## config.mk

```make
export PLATFORM = sky130hd
export DESIGN_NAME = jkff_cmd_arbiter
export DESIGN_NICKNAME = d
export VERILOG_FILES = /design/src/rtl/jkff_cmd_arbiter.sv
export SDC_FILE = /design/constraint.sdc
export NUM_CORES = 1
export LEC_CHECK = 0
export CAP_MARGIN = 20
export CORE_MARGIN = 1.5
export CORE_UTILIZATION = 46
export CTS_CLUSTER_DIAMETER = 40
export CTS_CLUSTER_SIZE = 30
export DETAILED_ROUTE_END_ITERATION = 16
export GPL_TIMING_DRIVEN = 0
export MAX_ROUTING_LAYER = met4
export PLACE_DENSITY = 0.82
export SLEW_MARGIN = 20
export SYNTH_ARGS = -nofsm -noshare
export SYNTH_HDL_FRONTEND = slang
export SYNTH_SLANG_ARGS = --single-unit
```

## constraint.sdc

```tcl
create_clock -name clk -period 4.33 [get_ports clk]
set_input_delay 0.6495 -clock clk [delete_from_list [all_inputs] [get_ports clk]]
set_output_delay 0.6495 -clock clk [all_outputs]
set_load 0.05 [all_outputs]
```

## src/rtl/jkff_cmd_arbiter.sv

```systemverilog
// Round-robin arbiter that shares one external JK flip-flop between N_REQ command requesters.
// Define JKFF_ARB_CHECK_EN to compile the response self-check that drives the sticky err flag.
module jkff_cmd_arbiter #(
  parameter int  N_REQ = 4,
  localparam int IDW   = $clog2(N_REQ)
) (
  input  logic               clk,
  input  logic               rst_n,
  input  logic [N_REQ-1:0]   req,
  input  logic [2*N_REQ-1:0] cmd,
  output logic [N_REQ-1:0]   gnt,
  output logic               j,
  output logic               k,
  input  logic               q,
  output logic               rsp_valid,
  output logic [IDW-1:0]     rsp_id,
  output logic               rsp_q,
  output logic               busy,
  output logic               err
);

  localparam logic [1:0] S_IDLE   = 2'd0;
  localparam logic [1:0] S_DRIVE  = 2'd1;
  localparam logic [1:0] S_SAMPLE = 2'd2;

  logic [1:0]       r_state;
  logic [IDW-1:0]   r_ptr;
  logic [IDW-1:0]   r_win;
  logic [N_REQ-1:0] r_gnt;
  logic             r_j;
  logic             r_k;
  logic             r_rsp_valid;
  logic [IDW-1:0]   r_rsp_id;
  logic             r_rsp_q;

  logic [N_REQ-1:0][1:0] w_cmd_v;
  logic                  w_found;
  logic [IDW-1:0]        w_cand;
  logic [IDW-1:0]        w_win;
  logic [IDW-1:0]        w_ptr_nxt;
  logic [1:0]            w_win_cmd;
  logic                  w_start;

  assign w_cmd_v = cmd;

  // First requesting index at or after the pointer, wrapping modulo N_REQ.
  always_comb begin
    w_found = 1'b0;
    w_win   = r_ptr;
    w_cand  = r_ptr;
    for (int i = 0; i < N_REQ; i++) begin
      w_cand = IDW'((int'(r_ptr) + i) % N_REQ);
      if (!w_found && req[w_cand]) begin
        w_found = 1'b1;
        w_win   = w_cand;
      end
    end
  end

  assign w_win_cmd = w_cmd_v[w_win];
  assign w_ptr_nxt = (w_win == IDW'(N_REQ - 1)) ? '0 : w_win + IDW'(1);
  assign w_start   = (r_state == S_IDLE) && w_found;

  // The command encoding maps straight onto j/k: hold 00, reset 01, set 10, toggle 11.
  always_ff @(posedge clk or negedge rst_n) begin
    if (!rst_n) begin
      r_state     <= S_IDLE;
      r_ptr       <= '0;
      r_win       <= '0;
      r_gnt       <= '0;
      r_j         <= 1'b0;
      r_k         <= 1'b0;
      r_rsp_valid <= 1'b0;
      r_rsp_id    <= '0;
      r_rsp_q     <= 1'b0;
    end else begin
      r_rsp_valid <= 1'b0;
      case (r_state)
        S_IDLE: begin
          if (w_start) begin
            r_state <= S_DRIVE;
            r_win   <= w_win;
            r_ptr   <= w_ptr_nxt;
            r_gnt   <= N_REQ'(1) << w_win;
            r_j     <= w_win_cmd[1];
            r_k     <= w_win_cmd[0];
          end
        end
        S_DRIVE: begin
          r_state <= S_SAMPLE;
          r_gnt   <= '0;
          r_j     <= 1'b0;
          r_k     <= 1'b0;
        end
        S_SAMPLE: begin
          r_state     <= S_IDLE;
          r_rsp_valid <= 1'b1;
          r_rsp_id    <= r_win;
          r_rsp_q     <= q;
        end
        default: begin
          r_state <= S_IDLE;
          r_gnt   <= '0;
          r_j     <= 1'b0;
          r_k     <= 1'b0;
        end
      endcase
    end
  end

`ifdef JKFF_ARB_CHECK_EN
  logic [1:0] r_cmd;
  logic       r_old_q;
  logic       r_err;
  logic       w_exp_q;

  always_comb begin
    case (r_cmd)
      2'b00:   w_exp_q = r_old_q;
      2'b01:   w_exp_q = 1'b0;
      2'b10:   w_exp_q = 1'b1;
      default: w_exp_q = ~r_old_q;
    endcase
  end

  // Old q is taken at the edge where the flip-flop captures j/k, so it is the pre-command value.
  always_ff @(posedge clk or negedge rst_n) begin
    if (!rst_n) begin
      r_cmd   <= 2'b00;
      r_old_q <= 1'b0;
      r_err   <= 1'b0;
    end else begin
      if (w_start) begin
        r_cmd <= w_win_cmd;
      end
      if (r_state == S_DRIVE) begin
        r_old_q <= q;
      end
      if ((r_state == S_SAMPLE) && (q != w_exp_q)) begin
        r_err <= 1'b1;
      end
    end
  end

  assign err = r_err;
`else
  assign err = 1'b0;
`endif

  assign gnt       = r_gnt;
  assign j         = r_j;
  assign k         = r_k;
  assign rsp_valid = r_rsp_valid;
  assign rsp_id    = r_rsp_id;
  assign rsp_q     = r_rsp_q;
  assign busy      = (r_state != S_IDLE);

endmodule

```

-- After elaboration in Yosys (flattened, before gate mapping)
Index checks and enable logic that the tools add are counted.
- register bits: 16
- input bits: 15
- output and inout port bits: 12
- word-level logic and storage cells: 62
- add/sub/neg operators: 4
- order comparisons: 5
- equality and inequality tests: 4
- shift operators: 1
- mux-type cells: 27
- bitwise gates (word level): 1
- reductions and logical operators: 11
- operator list (kind ; number):
    2-bit by 3-bit less-than comparator with 1-bit output, second input constant ; 5
    2-bit two-way mux ; 6
    1-bit two-way mux ; 11
    1-bit binary-select mux with 2-bit select ; 4
    4-bit case mux with 2 select lines ; 1
    2-bit by 1-bit adder with 2-bit output, second input constant ; 2
    2-bit adder, second input constant ; 2
    2-bit binary-select mux with 2-bit select ; 1
    2-bit == test, second input constant ; 2
    1-bit logical AND ; 4
    4-bit two-way mux ; 1
    1-bit case mux with 2 select lines ; 2
    2-bit case mux with 2 select lines ; 1
    2-bit AND reduction ; 2
    1-bit by 2-bit << shifter with 4-bit output, first input constant ; 1
    1-bit logical NOT ; 3
    2-bit by 1-bit == test with 1-bit output, second input constant ; 1
    2-bit logical NOT ; 1
    2-bit != test, second input constant ; 1
    2-bit nonzero test ; 1
    1-bit inverter ; 1

-- Logic depth before layout (Yosys ltp)
Gate-level depths: netlist (run 1).
- depth in word-level cells: 16
- mapped depth: 6
- depth with buffers taken out: 6

-- Worst setup path after synthesis (run 1)
Ideal clock, no wire load.
- path type: input -> register
- from: in req[0]
- to: reg r_j, in the netlist j
- setup time: 0.121 ns
- data arrival time: 1.796 ns
- data required time: 4.209 ns
- slack: 2.413 ns
- stages on the path: 5
- buffers on the path: 0
- cells stage by stage: nor2b_1 a2bb2oi_2 o221ai_2 mux4_2 a22o_1
- word-level cells in the longest chain between the ends: 16
- elaborated cells between the ends (all ways): 28
- classes of those cells: eq/ne: 1; mux: 19; reduce/logical: 8
- RTL lines (item ; RTL line ; source):
    from (decl) ; 9 ; input logic [N_REQ-1:0] req,
    1-bit binary-select mux with 2-bit select ; 53 ; if (!w_found && req[w_cand]) begin
    1-bit two-way mux (not written as such) ; 53 ;
    1-bit two-way mux ; 53 ;
    1-bit logical NOT ; 53 ;
    1-bit logical AND ; 53 ;
    1-bit two-way mux ; 53 ;
    1-bit logical NOT ; 53 ;
    1-bit logical AND ; 53 ;
    1-bit two-way mux ; 53 ;
    1-bit logical NOT ; 53 ;
    1-bit logical AND ; 53 ;
    2-bit two-way mux ; 53 ;
    2-bit binary-select mux with 2-bit select ; 60 ; assign w_win_cmd = w_cmd_v[w_win];
    2-bit two-way mux (not written as such) ; 60 ;
    1-bit two-way mux ; 80 ; if (w_start) begin
    1-bit case mux with 2 select lines ; 78 ; case (r_state)
    to (signal assigned) ; 85 ; r_j <= w_win_cmd[1];
    to (decl) ; 30 ; logic r_j;
Several ways; a longest one is shown, not always the timed one. The select of a mux whose other input is x is not followed.
A chain may end at the register's enable or synchronous reset.

-- Worst setup path after layout (run 1)
- from: in req[3]
- to: reg r_j, in the netlist j
- word-level cells in the longest chain between the ends: 16
- elaborated cells between the ends (all ways): 28
- classes of those cells: eq/ne: 1; mux: 19; reduce/logical: 8
- RTL lines (item ; RTL line ; source):
    1-bit binary-select mux with 2-bit select ; 53 ;
    1-bit two-way mux (not written as such) ; 53 ;
    1-bit two-way mux ; 53 ;
    1-bit logical NOT ; 53 ;
    1-bit logical AND ; 53 ;
    1-bit two-way mux ; 53 ;
    1-bit logical NOT ; 53 ;
    1-bit logical AND ; 53 ;
    1-bit two-way mux ; 53 ;
    1-bit logical NOT ; 53 ;
    1-bit logical AND ; 53 ;
    2-bit two-way mux * ; 53 ;
    named net w_win[1] ; 39 ; logic [IDW-1:0] w_win;
    2-bit binary-select mux with 2-bit select * ; 60 ;
    2-bit two-way mux (not written as such) * ; 60 ;
    1-bit two-way mux * ; 80 ;
    1-bit case mux with 2 select lines * ; 78 ;
The timed path passes the listed nets; every way through them passes the cells marked *. The select of a mux whose other input is x is not followed.

==> results of run 1 <==
-- power by group --
group	internal (W)	leakage, nW	switching [W]
combinational	0.000204	0.257	0.000297
clock	0.0000322	0.0138	0.0000393
sequential	0.000220	0.199	0.0000441
total	0.000457	0.469	0.000380
-- worst reg2reg max path: cells and delay by family, from the launching register on --
kind | cells | cell delay, ns
AOI/OAI and AO/OA | 3 | 0.68
muxes | 1 | 0.57
DFF | 1 | 0.41
and+or+nand+nor | 1 | 0.15
-- kinds of logic (layout without fill, tap and decap cells) --
family,count (synthesis),after routing,synth area share
AOI/OAI and AO/OA,13,13,0.1426
adders and majority gates,4,4,0.06411
buffers and inverters,4,32,0.02564
DFF,16,16,0.5128
muxes,8,8,0.1442
other,1,1,0.004803
and+or+nand+nor,15,15,0.1058
-- cell usage in the layout, fill, tap and decap left out, types with 2 or more instances in the layout --
cell / netlist / routed
a22o_1: 6 / 6
nor2_1: 4 / 4
nand2b_1: 2 / 2
inv_1: 2 / 2
o21ai_1: 2 / 2
mux2_2: 6 / 6
nor2b_1: 5 / 5
mux4_2: 2 / 2
ha_1: 4 / 4
clkdlybuf4s50_1: 0 / 25
clkbuf_4: 0 / 3
dfrtp_1: 16 / 16
-- final timing paths --
check                             end
setup / recovery                    j
hold / removal             r_state[1]
setup reg to reg                    j
hold reg to reg            r_state[1]
max in group asynchronous    r_win[1]
min in group asynchronous  r_state[0]
-- area by class of cell --
cell class                      count  area [µm²]
Inverter                            2       7.507
Tap cell                           16       20.02
Fill cell                         116       467.9
Buffer                              2       12.51
Clock buffer                        3       22.52
Sequential cell                    16       400.4
Multi-Input combinational cell     41       360.3
Timing Repair Buffer               25       250.2
-- state kept, by name, summed over array words and instances (netlist names) --
register and cells:
gnt 4, r_win 2, rsp_valid 1, r_state 2, r_ptr 2, rsp_q 1, rsp_id 2, k 1
j 1
-- through the flow --
| stage | hold slack (ns) | utilization | power, W | setup slack, ns |
|---|---|---|---|---|
| CTS | 0.4751 | 0.6964 | 0.0008493 | 1.898 |
| floorplan | 0.3539 | - | 0.0006165 | 2.413 |
| global placement | 0.4500 | 0.6818 | 0.0007599 | 1.661 |
| detailed placement | 0.4604 | 0.6818 | 0.0007729 | 1.601 |
| global route | 0.4848 | 0.6964 | 0.0008900 | 1.793 |
| finish | 0.4689 | 0.6964 | 0.0008368 | 1.889 |
-- Yosys cell counts (2+ instances only) --
library cell,count
a22o_1,6
dfrtp_1,16
ha_1,4
inv_1,2
mux2_2,6
mux4_2,2
nand2b_1,2
nor2_1,4
nor2b_1,5
o21ai_1,2
-- metal layers --
layer	vias up	track usage
met1	272	0.2181
met3	0	0.06531
met2	17	0.3235
met4	0	0.03636
met5	-	-
li1	276	-
==> flow_metrics.tcl, run 1 <==
set metrics [dict create \
    finClkSkew_ns 0.001127 \
    first_pass_iters 4 \
    synth-edff-count 0 \
    die_w_um 44.20 \
    post-dp-hpwl_um 1139 \
    hold_depth 1 \
    num_rows 14 \
    cts_sinks 16 \
    r2r_setup_slack_ns 2.43 \
    die_area_um2 1954 \
    setup_tns_ns 0 \
    htree_num_levels 1 \
    clock_latency_ns 0.27 \
    synth_seq_area_share 0.5128 \
    overflow 0 \
    clockBufferDepth 2 \
    tightest_slew_ns 0.7110 \
    synth_nets 80 \
    maxSlewViolCount 0 \
    cts_hold_buf 0 \
    viasPerCell 5.381 \
    coreArea_um2 1541 \
    maxSlewHeadroom 0.5245 \
    place_area_um2 1051 \
    setup_violations 0 \
    postCtsSetupBuffers 0 \
    ys_top_cells_by_area "dfrtp_1, mux2_2, a22o_1, ha_1, mux4_2" \
    start_kind "input port" \
    drive_gt1_frac 0.2022 \
    nNetsFinal 110 \
    slowest_delay_ns 0.61 \
    first_iter_violations 3 \
    vias 565 \
    cp_max_fo 6 \
    min_from "r_state[1]" \
    cp.depth 6 \
    status "complete, no violations" \
    ys_types 22 \
    wl_um 1483 \
    r2r_cells 5 \
    wl_per_cell_um 14.12 \
    syn_to_final_growth_pct 37.50 \
    stdcell_area_um2 1074 \
    avgSynthCellArea_um2 12.80 \
    yosys_register_bits 16 \
    routabilityCongestion 0.8240 \
    cp.arrival_ns 2.60 \
    cp-startpoint "req[3]" \
    crit_chain "clkdlybuf4s50_1, nor2b_1, a21o_2, o21ai_1, mux4_2, a22o_1" \
    cts_resized 0 \
    r2r-start "r_ptr[0]" \
    crit_path_end_kind "register" \
    max_cap_viol_count 0 \
    grt_use_total 0.1901 \
    highest_layer "met3" \
    async_flop_share 1.000 \
    antenna_found_initial 0 \
    crit_required_ns 4.49 \
    ioPinCount 27 \
    dr_wl_met2_um 741 \
    grt_pass1_vias 598 \
    dp.cells 102 \
    yosysWarnings 0 \
    drc_errors 0 \
    post-route-period-util 0.5638 \
    rsz0062_at_grt "no" \
    min_period_ns 2.441 \
    place.port_buffers 25 \
    yosysTopAreaCell "dfrtp_1" \
    crit_family "compound AO/OA/AOI/OAI gates" \
    p_per_area_nw_per_um2 779.5 \
    postRouteAntennaNets 0 \
    wl_met3_um 93 \
    syn-cell-area_um2 780.7 \
    peakVddDrop_mv 0.5095 \
    path_clk_slew_ns 0.08 \
    num_antenna_cells 0 \
    cts.root.buffer_cell "clkbuf_4" \
    hold_viol 0 \
    cts_buffers 3 \
    cp_num_buf_inv 1 \
    grt_max_degree 17 \
    ys.flop_type "dfrtp_1" \
    slowest_stage "clkdlybuf4s50_1" \
    grt_pass1_wl_um 2601 \
    hp-class "register to register" \
    p_leak_nw 0.4691 \
    die_y_um 44.20 \
    syn_inst 61 \
    fin_cells 105 \
    cts_tree "built" \
    maxClockFrequency_mhz 409.7 \
    start_util 0.5065 \
    critical_path_class "input port to register" \
    synth_top_area_share 0.5128 \
    wl_met1_um 648 \
]
No activity file was read; power rests on OpenSTA's default activity.
==> run 2: changes to the inputs <==
Settings changed: CORE_UTILIZATION 46 to 43, PLACE_DENSITY 0.82 to 0.78.
Clock period 4.33 ns to 2.4 ns, I/O delays scaled along.
==> flow_metrics.tcl, run 2 (synthesized netlist as in run 1, its figures left out) <==
set metrics [dict create \
    htree_num_levels 1 \
    hold_slack_ns 0.4785 \
    ioPinCount 27 \
    r2r_setup_slack_ns 0.51 \
    overflow 0 \
    place_area_um2 1062 \
    num_rows 15 \
    nNetsFinal 110 \
    cts_tree "built" \
    cts.root.buffer_cell "clkbuf_4" \
    hold_viol 0 \
    status "complete, no violations" \
    die_area_um2 2080 \
    p_per_area_nw_per_um2 1411 \
    path_clk_slew_ns 0.09 \
    crit_path_end_kind "register" \
    grt_use_total 0.1660 \
    min_period_ns 2.130 \
    drive_gt1_frac 0.2111 \
    cp.arrival_ns 2.30 \
    first_iter_violations 4 \
    cts_buffers 3 \
    place.port_buffers 25 \
    largest_register_ffs 4 \
    fill_cells 149 \
    clockBufferDepth 2 \
    vias 560 \
    coreArea_um2 1708 \
    peakVddDrop_mv 0.7259 \
    r2r-start "r_ptr[0]" \
    cp_max_fo 6 \
    postRouteAntennaNets 0 \
    hp-class "input port to asynchronous set/reset pin" \
    final_cell_mix "clkdlybuf4s50_1, dfrtp_1, mux2_2, a22o_1, nor2b_1" \
    start_kind "input port" \
    final_common_cell "clkdlybuf4s50_1" \
    drc_errors 0 \
    stdcell_area_um2 1099 \
    grt_max_degree 17 \
    critical_path_class "input port to register" \
    start_util 0.4571 \
    tightest_slew_ns 0.6855 \
    rsz0062_at_grt "no" \
    first_pass_iters 3 \
    die_y_um 45.61 \
    clock_latency_ns 0.28 \
    r2r_end "r_ptr[1]" \
    cts_hold_buf 0 \
    grt_pass1_wl_um 2366 \
    num_antenna_cells 0 \
    post-dp-hpwl_um 1143 \
    routabilityCongestion 0.7335 \
    wl_per_cell_um 12.59 \
    syn_to_final_growth_pct 40.70 \
    finClkSkew_ns 0.006686 \
    viasPerCell 4.870 \
    maxClockFrequency_mhz 469.4 \
    postCtsSetupBuffers 0 \
    wl_um 1448 \
    cts_resized 0 \
    crit_required_ns 2.57 \
    setup_tns_ns 0 \
    cts_sinks 16 \
    max_cap_viol_count 0 \
    r2r_cells 6 \
    maxSlewHeadroom 0.5416 \
    grt_pass1_vias 561 \
    maxSlewViolCount 0 \
    p_leak_nw 0.4763 \
    die_w_um 45.61 \
    post-route-period-util 0.8876 \
    utilization 0.6432 \
    antenna_found_initial 0 \
    setup_violations 0 \
]
-- run 2: layout make-up --
class,count,area [µm²],area share
Inverter,2,7.507,0.006834
Multi-Input combinational cell,41,360.3,0.3280
Buffer,2,12.51,0.01139
Tap cell,25,31.28,0.02847
Sequential cell,16,400.4,0.3645
Timing Repair Buffer,25,250.2,0.2278
Clock buffer,4,36.28,0.03303
-- run 2: power by group --
group	internal, W	leakage (nW)	total (W)	switching [W]
logic	0.000369	0.257	0.000900	0.000530
registers	0.000397	0.199	0.000477	0.0000796
clock network	0.0000923	0.0210	0.000173	0.0000810
total	0.000859	0.476	0.00155	0.000691
-- run 2: through the flow --
stage	instances	setup WS [ns]	power [W]
after floorplan	61	0.6594	0.001112
after global placement	111	0.04042	0.001369
after detailed placement	111	-0.04586	0.001394
after CTS	115	0.2595	0.001571
after global routing	115	0.2001	0.001640
final	115	0.2696	0.001550
-- run 2: how the worst max path moves through the flow --
stage / from / cells past startpoint / to / slack [ns]
global route: req[3] / 6 / r_ptr[1] / 0.20
global placement: req[3] / 6 / r_ptr[1] / 0.04
floorplan: r_ptr[0] / 5 / j / 0.66
detailed placement: req[3] / 6 / r_ptr[1] / -0.05
CTS: req[3] / 6 / r_ptr[1] / 0.26
finish: req[3] / 6 / r_ptr[1] / 0.27
-- run 2: per-layer routing --
layer,GRT usage,vias up,wire length (µm)
met5,-,-,0
met4,0.02353,0,0
met3,0.06349,0,75
met2,0.2563,15,724
met1,0.2117,269,648
li1,-,276,-
-- run 2: worst max-delay path, stage by stage --
cell and delay, ns:
clkdlybuf4s50_1 0.60, nor2b_1 0.10, a21o_2 0.21, o21ai_1 0.44, ha_1 0.33, mux2_2 0.26
==> run 3: changes to the inputs <==
Settings changed: SKIP_LAST_GASP set to 1.
==> results of run 3 <==
Same layout as run 2: the final DEF is identical, and so are final timing and power.
